<file path="src/rtl/enc_div_scheduler.sv">
// enc_div_scheduler: round-robin scheduler in front of one shared iterative
// restoring divider for the per-wheel encoder speed paths.
//
// quotient = floor(numer * 2^FRAC_BITS / denom), saturated to WIDTH bits.
// Optional feature (macro ENC_DIV_ROUND_EN): when defined, denom/2 is added to
// the dividend so the quotient rounds to nearest; latency is unchanged.
//
// Ports:
//   sclk       system clock
//   rstn       asynchronous active-low reset (deasserted synchronously inside)
//   req        per-channel level request, held until that channel's done
//   numer      packed numerators, channel k at [k*WIDTH +: WIDTH]
//   denom      packed denominators, same packing
//   grant      one-hot pulse in the cycle a channel's operands are captured
//   done       one-hot pulse when that channel's result is valid
//   result     last completed quotient, held until the next done
//   result_ch  channel index of result
//   div_zero   last completed division had denom == 0
//   ovf        last completed division saturated
//   busy       high while the divider is in DIV or DONE
module enc_div_scheduler #(
  parameter int unsigned NUM_CH    = 4,
  parameter int unsigned WIDTH     = 32,
  parameter int unsigned FRAC_BITS = 5
) (
  input  logic                      sclk,
  input  logic                      rstn,
  input  logic [NUM_CH-1:0]         req,
  input  logic [NUM_CH*WIDTH-1:0]   numer,
  input  logic [NUM_CH*WIDTH-1:0]   denom,
  output logic [NUM_CH-1:0]         grant,
  output logic [NUM_CH-1:0]         done,
  output logic [WIDTH-1:0]          result,
  output logic [$clog2(NUM_CH)-1:0] result_ch,
  output logic                      div_zero,
  output logic                      ovf,
  output logic                      busy
);

  localparam int unsigned CHW = $clog2(NUM_CH);
  localparam int unsigned QW  = WIDTH + FRAC_BITS;  // quotient / dividend bits
  localparam int unsigned CW  = $clog2(QW);         // iteration counter bits

  typedef enum logic [1:0] {
    S_IDLE,
    S_DIV,
    S_DONE
  } state_t;

  state_t           state;
  logic [CHW-1:0]   ptr;
  logic [CHW-1:0]   cur_ch;
  logic [WIDTH-1:0] den;
  logic [QW-1:0]    rem;
  logic [QW-1:0]    dvd;     // dividend shifts out the top, quotient bits shift in
  logic [CW-1:0]    cnt;

  // Reset synchronizer: assertion is immediate, release is aligned to sclk.
  logic [1:0] rst_sync;
  logic       rst_i;

  always_ff @(posedge sclk or negedge rstn) begin
    if (!rstn) begin
      rst_sync <= 2'b00;
    end else begin
      rst_sync <= {rst_sync[0], 1'b1};
    end
  end

  assign rst_i = rst_sync[1];

  // Round-robin pick: first requesting channel at or after ptr (mod NUM_CH).
  // Scanning from the farthest offset down leaves the nearest hit in pick_ch.
  logic           pick_v;
  logic [CHW-1:0] pick_ch;
  int             idx;

  always_comb begin
    pick_v  = 1'b0;
    pick_ch = '0;
    idx     = 0;
    for (int i = int'(NUM_CH) - 1; i >= 0; i--) begin
      idx = int'(ptr) + i;
      if (idx >= int'(NUM_CH)) begin
        idx = idx - int'(NUM_CH);
      end
      if (req[CHW'(idx)]) begin
        pick_v  = 1'b1;
        pick_ch = CHW'(idx);
      end
    end
  end

  // Operands of the picked channel and the initial dividend.
  logic [WIDTH-1:0] sel_numer;
  logic [WIDTH-1:0] sel_denom;
  logic [QW:0]      dvd_init;

  always_comb begin
    sel_numer = numer[pick_ch*WIDTH +: WIDTH];
    sel_denom = denom[pick_ch*WIDTH +: WIDTH];
`ifdef ENC_DIV_ROUND_EN
    dvd_init  = ((QW+1)'(sel_numer) << FRAC_BITS) + (QW+1)'(sel_denom >> 1);
`else
    dvd_init  = (QW+1)'(sel_numer) << FRAC_BITS;
`endif
  end

  // One restoring step. The rounding carry (dvd_init[QW]) is preloaded into
  // rem; it can only be 1 when den >= 2, so rem < den holds from the start
  // and the quotient always fits in QW bits.
  logic [QW:0]   trial;
  logic          trial_ge;
  logic [QW-1:0] rem_next;

  always_comb begin
    trial    = {rem, dvd[QW-1]};
    trial_ge = (trial >= (QW+1)'(den));
    rem_next = trial_ge ? QW'(trial - (QW+1)'(den)) : QW'(trial);
  end

  // Any quotient bit above the WIDTH low bits means saturation.
  logic q_hi_nz;
  assign q_hi_nz = ((dvd >> WIDTH) != '0);

  // Scheduler / divider FSM with registered outputs.
  always_ff @(posedge sclk or negedge rst_i) begin
    if (!rst_i) begin
      state     <= S_IDLE;
      ptr       <= '0;
      cur_ch    <= '0;
      den       <= '0;
      rem       <= '0;
      dvd       <= '0;
      cnt       <= '0;
      grant     <= '0;
      done      <= '0;
      result    <= '0;
      result_ch <= '0;
      div_zero  <= 1'b0;
      ovf       <= 1'b0;
      busy      <= 1'b0;
    end else begin
      grant <= '0;
      done  <= '0;
      case (state)
        S_IDLE: begin
          if (pick_v) begin
            grant  <= NUM_CH'(1) << pick_ch;
            cur_ch <= pick_ch;
            ptr    <= (pick_ch == CHW'(NUM_CH - 1)) ? '0 : pick_ch + CHW'(1);
            den    <= sel_denom;
            dvd    <= dvd_init[QW-1:0];
            rem    <= QW'(dvd_init[QW]);
            cnt    <= '0;
            busy   <= 1'b1;
            state  <= (sel_denom == '0) ? S_DONE : S_DIV;
          end
        end

        S_DIV: begin
          rem <= rem_next;
          dvd <= {dvd[QW-2:0], trial_ge};
          cnt <= cnt + CW'(1);
          if (cnt == CW'(QW - 1)) begin
            state <= S_DONE;
          end
        end

        S_DONE: begin
          done      <= NUM_CH'(1) << cur_ch;
          result_ch <= cur_ch;
          busy      <= 1'b0;
          state     <= S_IDLE;
          if (den == '0) begin
            result   <= '1;
            div_zero <= 1'b1;
            ovf      <= 1'b0;
          end else if (q_hi_nz) begin
            result   <= '1;
            div_zero <= 1'b0;
            ovf      <= 1'b1;
          end else begin
            result   <= dvd[WIDTH-1:0];
            div_zero <= 1'b0;
            ovf      <= 1'b0;
          end
        end

        default: begin
          state <= S_IDLE;
          busy  <= 1'b0;
        end
      endcase
    end
  end

endmodule

</file>
<file path="config.mk">
export PLATFORM = sky130hd
export DESIGN_NAME = enc_div_scheduler
export DESIGN_NICKNAME = d
export VERILOG_FILES = /design/src/rtl/enc_div_scheduler.sv
export SDC_FILE = /design/constraint.sdc
export NUM_CORES = 1
export LEC_CHECK = 0
export CAP_MARGIN = 20
export CORE_MARGIN = 2
export CORE_UTILIZATION = 44
export CTS_CLUSTER_DIAMETER = 40
export CTS_CLUSTER_SIZE = 20
export DETAILED_ROUTE_END_ITERATION = 10
export DONT_BUFFER_PORTS = 1
export GPL_TIMING_DRIVEN = 0
export PLACE_DENSITY = 0.59
export SYNTH_ARGS = -nofsm -noshare
export SYNTH_HDL_FRONTEND = slang
export SYNTH_SLANG_ARGS = --single-unit
</file>
<file path="constraint.sdc">
create_clock -name sclk -period 4.58 [get_ports sclk]
set_input_delay 0.916 -clock sclk [delete_from_list [all_inputs] [get_ports sclk]]
set_output_delay 0.916 -clock sclk [all_outputs]
set_load 0.01 [all_outputs]
</file>
==> results.txt, run 1 <==
first-iteration detailed-routing DRC count - 789
global-route wire length before repair - 60,120 um
xor-xnor portion of the synthesized cell area - 2.330%
most common cell after layout, fill and taps aside - sky130_fd_sc_hd__nand2_1
power density over the cells - 849.9 mW/mm2
final worst setup slack - 0.8019 ns
layout cells sized above 1 - 4.846%
worst-case clock buffer depth - 2
area occupied by multi-input gates - 0.006140 mm2
cell chosen for the clock root - sky130_fd_sc_hd__clkbuf_16
Setup CP Type - reg -> reg
type of element capturing the critical path - flip-flop
multiplexer share of the synthesized area - 0.7345%
unrepaired setup endpoints after global routing - false
post-CTS setup buffers - 0
Residual DRC - 0
Reg-to-Reg End - rem[32]
startpoint of the worst register-to-register path - den[0]
Mapped Nets - 1,567
final number of hold-violating endpoints - 0
post-synthesis adder-cell area fraction - 4.544%
cell-internal power - 5059 uW
signed area change from the synthesized netlist to the final layout - 9.834%
half-perimeter wire length after placement - 31,260 um
worst min path class - in -> async
proportion of power drawn by flip-flops and latches - 26.7%
final core utilization - 49.24%
overall fraction of global-route tracks in use - 30.12%
maximum resistive drop on vdd - 0.0002630 V
post-CTS clock slew at the launch and capture registers of the worst setup and hold paths - 0.08 ns
antenna violations before repair - 4
Yosys warning total - 0
Antenna Nets Post-Route - 0
commonest cells after routing, fill and taps aside - sky130_fd_sc_hd__nand2_1, sky130_fd_sc_hd__dfrtp_1, sky130_fd_sc_hd__and3_1
Max-Cap Viols - 0
worst-path maximum fanout - 4
Tmin final - 3.778 ns
clock tree from TritonCTS - done
register cell area after layout - 0.004133 mm2
total via count in the routed design - 10,430
number of storage elements in the synthesis netlist - 165
starting density of the core - 44.83%
hold_buf cts - 0
largest family of logic cells by synthesized area - compound AO/OA/AOI/OAI gates
number of core rows - 57
cell area after technology mapping - 0.01090 mm2
minimum setup slack after placement - 0.6740 ns
Finish-stage setup viols - 0
# clock sinks - 165
Async SR Flop Fraction - 100.0%
syn avg cell area - 8.612 um2
number of standard cells after synthesis - 1,266
number of inserted filler cells in the final layout - 2,368
Slew headroom - 44.69%
Remaining Overflow, GRT - 0
clock network fraction of design power - 14.2%
power spent charging and discharging nets - 5118 uW
floorplan die area - 0.02605 mm2
combinational power share - 59.0%
cts bufs inserted - 17
detail-routed via count per cell - 6.406
max-slew violation total from the final report - 0
Post-synth EDFFs - 0
Startpoint Class - flip-flop
number of port buffers - 0
actual slew at the worst max-slew pin - 0.8226 ns
post-CTS sizing - 0
routability cong. - 0.9243
Layout Nets - 1,588
status - finished, final reports clean
required time of the critical path - 4.92 ns
setup total negative slack - 0 ns
area of the core - 0.02432 mm2
die height - 161.4 um
internal reg-to-reg setup slack - 0.80 ns
H-tree lvl count - 4
Post-Route Skew - 0.01746 ns
clock insertion delay at the later pin of the skew report - 0.44 ns
Post-synth top flop - sky130_fd_sc_hd__dfrtp_1
maximum number of pins on one net before global-route repair - 65
average wire length per cell after detail routing - 24.26 um
total wire length - 39,500 um
Compound-Gate Fraction of Synth Area - 27.99%
simple logic cell fraction of the synthesized area - 20.68%
switching portion of total power - 50.29%
number of global-route vias before repair - 10,110
number of primary I/O pins - 307
Pre-antenna DRT Iters - 6
register area share after synthesis - 37.87%
Worst EP arrival - 4.12 ns
reg2reg path depth - 10
Chip Width - 161.4 um
post-route clock period utilization - 82.49%
Max Fclk - 264.7 MHz
number of distinct library cells after synthesis - 68
static power due to leakage - 0.005211 uW
synth_stat cells (all sizes together) (5+ instances only):
library cell	n	share of area [%]
buf	28	1.2
and2	8	0.46
a22o	6	0.48
nand2b	9	0.52
o311ai	16	1.3
nor2b	7	0.40
nor4	14	0.80
dfrtp	165	38
o21ai	44	2.1
nand2	228	7.8
a21o	24	1.7
inv	49	1.7
a311oi	32	2.6
nor2	22	0.76
o31ai	40	2.8
nand4	15	0.86
ha	38	4.4
and3	103	5.9
a221o	33	3.0
a32oi	16	1.3
a211oi	66	4.5
nand3	28	1.3
xor2	13	1.0
nor3	8	0.37
o211ai	5	0.39
o22ai	16	0.92
clkbuf	85	2.9
xnor2	16	1.3
o21a	7	0.48
a21oi	36	1.8
o22a	33	2.7
mux2i	8	0.73
critical path, cell delays in order (launching register included):
cell                        delay (ns)
sky130_fd_sc_hd__dfrtp_1          0.50
sky130_fd_sc_hd__ha_1             0.28
sky130_fd_sc_hd__fa_1             0.41
sky130_fd_sc_hd__nor2b_1          0.17
sky130_fd_sc_hd__o2111ai_1        0.15
sky130_fd_sc_hd__a21boi_0         0.61
sky130_fd_sc_hd__a41oi_1          0.35
sky130_fd_sc_hd__o31ai_1          0.52
sky130_fd_sc_hd__o311ai_1         0.27
sky130_fd_sc_hd__and2_1           0.24
sky130_fd_sc_hd__o211ai_1         0.18
logic make-up after synthesis:
kind of cell,Yosys count
AOI/OAI and AO/OA,401
xor gates and xnor gates,29
adders and majority gates,39
buffers and inverters,162
DFF,165
muxes,8
other,1
and+or+nand+nor,461
power by group through the flow:
stage	sequential, uW	clock (uW)	combinational (uW)
finish	2720	1450	6010
global route	2780	1530	6670
CTS	2700	1460	5940
detailed placement	2720	0	5930
global placement	2740	0	5840
floorplan	2480	0	4440
state kept, by name, indices dropped and copies added (netlist names):
name       cells
dvd           37
rem           37
den           32
result        32
cnt            6
done           4
grant          4
cur_ch         2
ptr            2
result_ch      2
rst_sync       2
state          2
busy           1
div_zero       1
ovf            1
routing by layer:
metal,GRT usage (%),vias to the layer above,share of wire (%)
met2,46.97,450,46
li1,-,4808,-
met4,12.62,0,3.9
met3,5.393,69,6.7
met1,41.37,5102,43
met5,0,-,0
how the worst max path moves through the flow:
stage | from | to | slack [ns]
3_5_place_dp | req[3] | state[0] | 0.67
5_1_grt | dvd[36] | rem[19] | 0.51
6_report | den[0] | rem[32] | 0.80
3_3_place_gp | rst_sync[1] | result[7] | 0.65
2_1_floorplan | req[1] | state[0] | 1.75
4_1_cts | dvd[36] | rem[32] | 0.85
cell type report:
type,count,share of cell area [%]
Inverter,49,1.536
Multi-Input combinational cell,939,51.27
Sequential cell,165,34.51
Timing Repair Buffer,2,0.4597
Tap cell,324,3.385
Buffer,113,3.761
Clock inverter,14,1.327
Antenna cell,4,0.08359
Clock buffer,18,3.667
stage by stage:
| step | power, uW | cell area (um2) | hold WS (ns) | cells |
|---|---|---|---|---|
| 2_1_floorplan | 6922 | 10900 | 0.3311 | 1266 |
| 3_3_place_gp | 8582 | 11310 | 0.3343 | 1590 |
| 3_5_place_dp | 8652 | 11370 | 0.3347 | 1592 |
| 4_1_cts | 10110 | 11970 | 0.1587 | 1624 |
| 5_1_grt | 10980 | 11980 | 0.1514 | 1628 |
| 6_report | 10180 | 11980 | 0.1634 | 1628 |
Note: power is estimated with default switching activity, not from simulation.
==> run 2: changes to the inputs <==
--- a/config.mk
+++ b/config.mk
@@ -5,6 +5,7 @@
 export SDC_FILE = /design/constraint.sdc
 export NUM_CORES = 1
 export LEC_CHECK = 0
+export ABC_AREA = 1
 export CAP_MARGIN = 20
 export CORE_MARGIN = 2
 export CORE_UTILIZATION = 44
==> constraint.sdc (replaced) <==
create_clock -name sclk -period 3.29 [get_ports sclk]
set_input_delay 0.658 -clock sclk [delete_from_list [all_inputs] [get_ports sclk]]
set_output_delay 0.658 -clock sclk [all_outputs]
set_load 0.01 [all_outputs]
==> results.txt, run 2 <==
status - finished, final reports clean (unchanged)
overall fraction of global-route tracks in use - 28.89% (was 30.12%)
Setup CP Type - reg -> reg (unchanged)
Startpoint Class - flip-flop (unchanged)
unrepaired setup endpoints after global routing - false (unchanged)
required time of the critical path - 3.61 ns (was 4.92 ns)
worst min path class - reg -> async (was in -> async)
most common cell after layout, fill and taps aside - sky130_fd_sc_hd__nand2_1 (unchanged)
detail-routed via count per cell - 5.631 (was 6.406)
type of element capturing the critical path - flip-flop (unchanged)
Post-synth EDFFs - 0 (unchanged)
starting density of the core - 44.67% (was 44.83%)
final number of hold-violating endpoints - 0 (unchanged)
number of storage elements in the synthesis netlist - 165 (unchanged)
Mapped Nets - 1,945 (was 1,567)
Post-synth top flop - sky130_fd_sc_hd__dfrtp_1 (unchanged)
cell chosen for the clock root - sky130_fd_sc_hd__clkbuf_16 (unchanged)
most used standard cell by instance count after synthesis - sky130_fd_sc_hd__nand2_1 (unchanged)
number of port buffers - 0 (unchanged)
Max Fclk - 324.7 MHz (was 264.7 MHz)
Residual DRC - 0 (unchanged)
Async SR Flop Fraction - 100.0% (unchanged)
Antenna Nets Post-Route - 0 (unchanged)
max-slew violation total from the final report - 0 (unchanged)
number of core rows - 58 (was 57)
Max-Cap Viols - 0 (unchanged)
Worst EP arrival - 3.40 ns (was 4.12 ns)
number of distinct library cells after synthesis - 43 (was 68)
clock insertion delay at the later pin of the skew report - 0.44 ns (about the same)
layout cells sized above 1 - 5.645% (was 4.846%)
critical-path cell list - inv_1 -> ha_1 -> fa_1 -> o21ai_2 -> a21oi_1 -> o21bai_2 -> nand2_1 -> nand2_2 -> nand3_1 -> nand2_1 -> nand2_1 -> nand2_2 -> clkbuf_4 -> a21oi_1 -> o21ai_0 -> nand2_1 (was ha_1 -> fa_1 -> nor2b_1 -> o2111ai_1 -> a21boi_0 -> a41oi_1 -> o31ai_1 -> o311ai_1 -> and2_1 -> o211ai_1)
global-route wire length before repair - 59,280 um (was 60,120 um)
Remaining Overflow, GRT - 0 (unchanged)
average wire length per cell after detail routing - 19.23 um (was 24.26 um)
H-tree lvl count - 4 (unchanged)
area share of the leading cell type in the synthesized netlist - 36.92% (was 37.87%)
Finish-stage setup viols - 0 (unchanged)
number of primary I/O pins - 307 (unchanged)
maximum number of pins on one net before global-route repair - 51 (was 65)
Layout Nets - 1,971 (was 1,588)
top flop regs - dvd x37, rem x37 (unchanged)
Critical Path Slowest Stage Cell - sky130_fd_sc_hd__fa_1 (was sky130_fd_sc_hd__a21boi_0)
delay of the slowest cell on the worst path - 0.43 ns (was 0.61 ns)
final worst setup slack - 0.2106 ns (was 0.8019 ns)
post-CTS clock slew at the launch and capture registers of the worst setup and hold paths - 0.08 ns (about the same)
Chip Width - 163.4 um (was 161.4 um)
Yosys warning total - 0 (unchanged)
worst-path maximum fanout - 10 (was 4)
Non-Filler Instances - 2,014 (was 1,628)
syn avg cell area - 6.803 um2 (was 8.612 um2)
total via count in the routed design - 11,340 (was 10,430)
most numerous cell types in the synthesized netlist - sky130_fd_sc_hd__nand2_1, sky130_fd_sc_hd__nor2_1, sky130_fd_sc_hd__dfrtp_1, sky130_fd_sc_hd__o21ai_0, sky130_fd_sc_hd__inv_1 (was sky130_fd_sc_hd__nand2_1, sky130_fd_sc_hd__dfrtp_1, sky130_fd_sc_hd__and3_1, sky130_fd_sc_hd__clkbuf_1, sky130_fd_sc_hd__a211oi_1)
die height - 163.4 um (was 161.4 um)
cell area after technology mapping - 0.01118 mm2 (was 0.01090 mm2)
setup total negative slack - 0 ns (unchanged)
total wire length - 38,720 um (was 39,500 um)
signed area change from the synthesized netlist to the final layout - 10.21% (was 9.834%)
most area-hungry cell type in the Yosys netlist - sky130_fd_sc_hd__dfrtp_1 (unchanged)
Cells after DPL - 1,977 (was 1,592)
post-route clock period utilization - 93.60% (was 82.49%)
area of the core - 0.02504 mm2 (was 0.02432 mm2)
half-perimeter wire length after placement - 30,850 um (was 31,260 um)
worst-case clock buffer depth - 2 (unchanged)
clock tree from TritonCTS - done (unchanged)
register area share after synthesis - 36.92% (was 37.87%)
number of global-route vias before repair - 10,670 (was 10,110)
minimum setup slack after placement - 0.01348 ns (was 0.6740 ns)
Slew headroom - 36.29% (was 44.69%)
Tmin final - 3.079 ns (was 3.778 ns)
first-iteration detailed-routing DRC count - 947 (was 789)
actual slew at the worst max-slew pin - 0.9483 ns (was 0.8226 ns)
commonest cells after routing, fill and taps aside - sky130_fd_sc_hd__nand2_1, sky130_fd_sc_hd__nor2_1, sky130_fd_sc_hd__dfrtp_1 (was sky130_fd_sc_hd__nand2_1, sky130_fd_sc_hd__dfrtp_1, sky130_fd_sc_hd__and3_1)
internal reg-to-reg setup slack - 0.21 ns (was 0.80 ns)
number of standard cells after synthesis - 1,644 (was 1,266)
leading cell types by total area after synthesis - sky130_fd_sc_hd__dfrtp_1, sky130_fd_sc_hd__nand2_1, sky130_fd_sc_hd__o21ai_0 (was sky130_fd_sc_hd__dfrtp_1, sky130_fd_sc_hd__nand2_1, sky130_fd_sc_hd__and3_1)
number of inserted filler cells in the final layout - 2,571 (was 2,368)
antenna violations before repair - 1 (was 4)
Post-Route Skew - 0.01859 ns (was 0.01746 ns)
dominant cell type by count on the critical path - sky130_fd_sc_hd__nand2_1
Pre-antenna DRT Iters - 5 (was 6)
# clock sinks - 165 (unchanged)
floorplan die area - 0.02671 mm2 (was 0.02605 mm2)
cts bufs inserted - 17 (unchanged)
routability cong. - 0.9354 (was 0.9243)
-- run 2: per-stage QoR --
stage / instance area, um2 / util (%) / hold WS (ns)
4_1_cts: 12280 / 49.07 / 0.3201
6_report: 12330 / 49.24 / 0.2952
3_5_place_dp: 11680 / 46.64 / 0.3031
5_1_grt: 12330 / 49.24 / 0.3457
2_1_floorplan: 11190 / - / 0.3311
3_3_place_gp: 11600 / 46.33 / 0.3370
-- run 2: area by class of cell --
cell class | count | area (um2) | share of cell area, %
antenna | 1 | 2.502 | 0.02030
buffer | 87 | 419.2 | 3.400
clock buffer | 17 | 425.4 | 3.451
clock inverter | 15 | 177.7 | 1.441
inverter | 140 | 530.5 | 4.304
multi-input combinational | 1251 | 6111 | 49.57
sequential | 165 | 4133 | 33.53
tap | 330 | 412.9 | 3.350
timing repair buffer | 8 | 115.1 | 0.9338
-- run 2: worst paths after layout --
kind                             start     endpoint  cells after the start
setup / recovery               dvd[36]      rem[15]                     16
min in group sclk          rst_sync[0]  rst_sync[1]                      0
max in group asynchronous  rst_sync[1]       cnt[4]                      2
hold / removal             rst_sync[1]       den[6]                      0
setup reg to reg               dvd[36]      rem[15]                     16
hold reg to reg            rst_sync[1]       den[6]                      0
-- run 2: repair_timing --
action                     4_1_cts  5_1_grt
setup endpoints to repair        1       31
cloned                           0        0
hold endpoints to repair         2        0
pin swaps                        0        1
resized for setup                0        6
hold buffers                     1        0
buffers inserted                 0        4
-- run 2: kinds of logic after synthesis --
family / Yosys count / synth area share [%]
buf+inv: 228 / 8.446
xor+xnor: 32 / 2.506
compound gates: 360 / 17.75
simple gates: 819 / 29.91
flops: 165 / 36.92
other cells: 1 / 0.03353
fa+ha+maj: 39 / 4.430
-- run 2: critical path: cells and delay by family, from the launching register on --
family | cells | cell delay [ns]
AOI/OAI and AO/OA | 5 | 0.77
and+or+nand+nor | 7 | 0.79
buffers and inverters | 2 | 0.38
DFF | 1 | 0.38
adders and majority gates | 2 | 0.66
-- run 2: per-layer routing --
layer	routed length (um)	vias to the layer above	GRT usage (%)	share of wire (%)
met5	0	-	0	0
met4	976	0	8.407	2.5
met3	2511	43	5.714	6.5
met2	17740	415	44.92	46
met1	17500	5398	40.80	45
li1	-	5484	-	-
Power of run 2 is not shown: default switching activity piles up to over one toggle a cycle in this logic, so the estimate is an artifact.
==> run 3: changes to the inputs <==
--- a/config.mk
+++ b/config.mk
@@ -14,7 +14,7 @@
 export DETAILED_ROUTE_END_ITERATION = 10
 export DONT_BUFFER_PORTS = 1
 export GPL_TIMING_DRIVEN = 0
-export PLACE_DENSITY = 0.59
+export PLACE_DENSITY = 0.66
 export SYNTH_ARGS = -nofsm -noshare
 export SYNTH_HDL_FRONTEND = slang
 export SYNTH_SLANG_ARGS = --single-unit
==> results.txt, run 3 (same netlist as run 2, synthesis figures left out) <==
average wire length per cell after detail routing - 18.72 um (was 19.23 um)
total via count in the routed design - 11,420 (was 11,340)
Max Fclk - 327.1 MHz (was 324.7 MHz)
internal reg-to-reg setup slack - 0.23 ns (was 0.21 ns)
antenna violations before repair - 0 (was 1)
die height - 163.4 um (unchanged)
Remaining Overflow, GRT - 0 (unchanged)
startpoint of the worst register-to-register path - den[0] (was dvd[36])
Slew headroom - 41.73% (was 36.29%)
Worst EP arrival - 3.41 ns (was 3.40 ns)
routability cong. - 0.9322 (was 0.9354)
Finish-stage setup viols - 0 (unchanged)
delay of the slowest cell on the worst path - 0.45 ns (was 0.43 ns)
worst-path maximum fanout - 10 (unchanged)
type of element capturing the critical path - flip-flop (unchanged)
area of the core - 0.02504 mm2 (unchanged)
hold_sp - rst_sync[0]
floorplan die area - 0.02671 mm2 (unchanged)
maximum number of pins on one net before global-route repair - 62 (was 51)
setup total negative slack - 0 ns (unchanged)
number of port buffers - 0 (unchanged)
final number of hold-violating endpoints - 0 (unchanged)
dominant cell type by count on the critical path - sky130_fd_sc_hd__nand2_2 (was sky130_fd_sc_hd__nand2_1)
H-tree lvl count - 4 (unchanged)
unrepaired setup endpoints after global routing - false (unchanged)
commonest cells after routing, fill and taps aside - sky130_fd_sc_hd__nand2_1, sky130_fd_sc_hd__nor2_1, sky130_fd_sc_hd__dfrtp_1 (unchanged)
antenna diode instance count - 0 (was 1)
top flop regs - dvd x37, rem x37 (unchanged)
Layout Nets - 1,971 (unchanged)
Critical Path Slowest Stage Cell - sky130_fd_sc_hd__dfrtp_1 (was sky130_fd_sc_hd__fa_1)
critical-path cell list - ha_1 -> fa_1 -> o21ai_2 -> a21oi_1 -> o21bai_2 -> nand2_1 -> nand2_2 -> nand3_1 -> nand2_2 -> nand2_1 -> nand2_2 -> buf_4 -> buf_4 -> nand3_1 -> o21ai_0 (was inv_1 -> ha_1 -> fa_1 -> o21ai_2 -> a21oi_1 -> o21bai_2 -> nand2_1 -> nand2_2 -> nand3_1 -> nand2_1 -> nand2_1 -> nand2_2 -> clkbuf_4 -> a21oi_1 -> o21ai_0 -> nand2_1)
layout cells sized above 1 - 5.764% (was 5.645%)
actual slew at the worst max-slew pin - 0.8674 ns (was 0.9483 ns)
number of global-route vias before repair - 10,950 (was 10,670)
Startpoint Class - flip-flop (unchanged)
Critical path buffers and inverters - 2 (unchanged)
cell area after placement - 0.01166 mm2 (was 0.01168 mm2)
required time of the critical path - 3.65 ns (was 3.61 ns)
Antenna Nets Post-Route - 0 (unchanged)
Final Cell Area - 0.01234 mm2 (was 0.01233 mm2)
Setup CP Type - reg -> reg (unchanged)
# clock sinks - 165 (unchanged)
Tmin final - 3.057 ns (was 3.079 ns)
Worst Hold Path Cells - 0
clock tree from TritonCTS - done (unchanged)
final core utilization - 49.29% (was 49.24%)
post-CTS clock slew at the launch and capture registers of the worst setup and hold paths - 0.08 ns (about the same)
Residual DRC - 0 (unchanged)
most common cell after layout, fill and taps aside - sky130_fd_sc_hd__nand2_1 (unchanged)
max-slew violation total from the final report - 0 (unchanged)
number of primary I/O pins - 307 (unchanged)
global-route wire length before repair - 59,000 um (was 59,280 um)
Max-Cap Viols - 0 (unchanged)
total wire length - 37,690 um (was 38,720 um)
Post-Route Skew - 0.01674 ns (was 0.01859 ns)
worst-case clock buffer depth - 2 (unchanged)
post-route clock period utilization - 92.92% (was 93.60%)
overall fraction of global-route tracks in use - 28.31% (was 28.89%)
clock insertion delay at the later pin of the skew report - 0.45 ns (was 0.44 ns)
Pre-antenna DRT Iters - 5 (unchanged)
status - finished, final reports clean (unchanged)
half-perimeter wire length after placement - 29,450 um (was 30,850 um)
detail-routed via count per cell - 5.673 (was 5.631)
cell chosen for the clock root - sky130_fd_sc_hd__clkbuf_16 (unchanged)
largest delay contributor family on the critical path - compound AO/OA/AOI/OAI gates (was simple AND/OR/NAND/NOR gates)
starting density of the core - 44.67% (unchanged)
first-iteration detailed-routing DRC count - 873 (was 947)
reg2reg path depth - 15 (was 16)
Hold Crit Endpoint - rst_sync[1]
minimum hold slack - 0.3634 ns (was 0.2952 ns)
number of core rows - 58 (unchanged)
cts bufs inserted - 17 (unchanged)
number of inserted filler cells in the final layout - 2,522 (was 2,571)
Reg-to-Reg End - rem[32] (was rem[15])
Chip Width - 163.4 um (unchanged)
signed area change from the synthesized netlist to the final layout - 10.33% (was 10.21%)
worst min path class - reg -> reg (was reg -> async)
run 3: worst max path at each step:
stage | from | endpoint | slack (ns) | depth (start not counted)
after floorplan | rst_sync[1] | busy | 0.56 | 0
after global placement | rst_sync[1] | rem[3] | -0.47 | 0
after detailed placement | dvd[36] | rem[32] | 0.05 | 16
after CTS | dvd[36] | rem[32] | 0.06 | 16
after global routing | dvd[36] | rem[0] | 0.02 | 16
final | den[0] | rem[32] | 0.23 | 15
run 3: metal layers:
metal  share of wire (%)  track usage [%]  vias to the layer above
met2                  46            43.86                      406
li1                    -                -                     5486
met5                   0                0                        -
met3                 5.7            5.358                       55
met4                 1.6            6.758                        0
met1                  47            40.90                     5473
run 3: metrics by stage:
step | setup WS [ns] | cells
2_1_floorplan | 0.5604 | 1644
3_3_place_gp | -0.4745 | 1974
3_5_place_dp | 0.05464 | 1976
4_1_cts | 0.05889 | 2009
5_1_grt | 0.02128 | 2013
6_report | 0.2330 | 2013
run 3: repair_timing:
action,in CTS,in global routing
hold buffers,1,0
buffers inserted,0,4
endpoints found under the hold margin,2,0
endpoints found under the setup margin,0,33
gates resized for setup,0,8
run 3: worst reg2reg max path, stage by stage (launching register included):
cell and delay, ns:
sky130_fd_sc_hd__dfrtp_1 0.45, sky130_fd_sc_hd__ha_1 0.26, sky130_fd_sc_hd__fa_1 0.42, sky130_fd_sc_hd__o21ai_2 0.22, sky130_fd_sc_hd__a21oi_1 0.15, sky130_fd_sc_hd__o21bai_2 0.25
sky130_fd_sc_hd__nand2_1 0.10, sky130_fd_sc_hd__nand2_2 0.11, sky130_fd_sc_hd__nand3_1 0.09, sky130_fd_sc_hd__nand2_2 0.12, sky130_fd_sc_hd__nand2_1 0.08, sky130_fd_sc_hd__nand2_2 0.11
sky130_fd_sc_hd__buf_4 0.21, sky130_fd_sc_hd__buf_4 0.21, sky130_fd_sc_hd__nand3_1 0.09, sky130_fd_sc_hd__o21ai_0 0.10
run 3: final cells by class:
cell class	count	area (um2)	share of cell area, %
clock inverters	15	202.7	1.643
clock buffers	17	425.4	3.448
well taps	330	412.9	3.346
inverters	140	530.5	4.299
flip-flops and latches	165	4133	33.49
multi-input cells	1251	6117	49.57
repair buffers	7	95.09	0.7706
plain buffers	88	422.9	3.427
Power of run 3 is left out for the same reason.
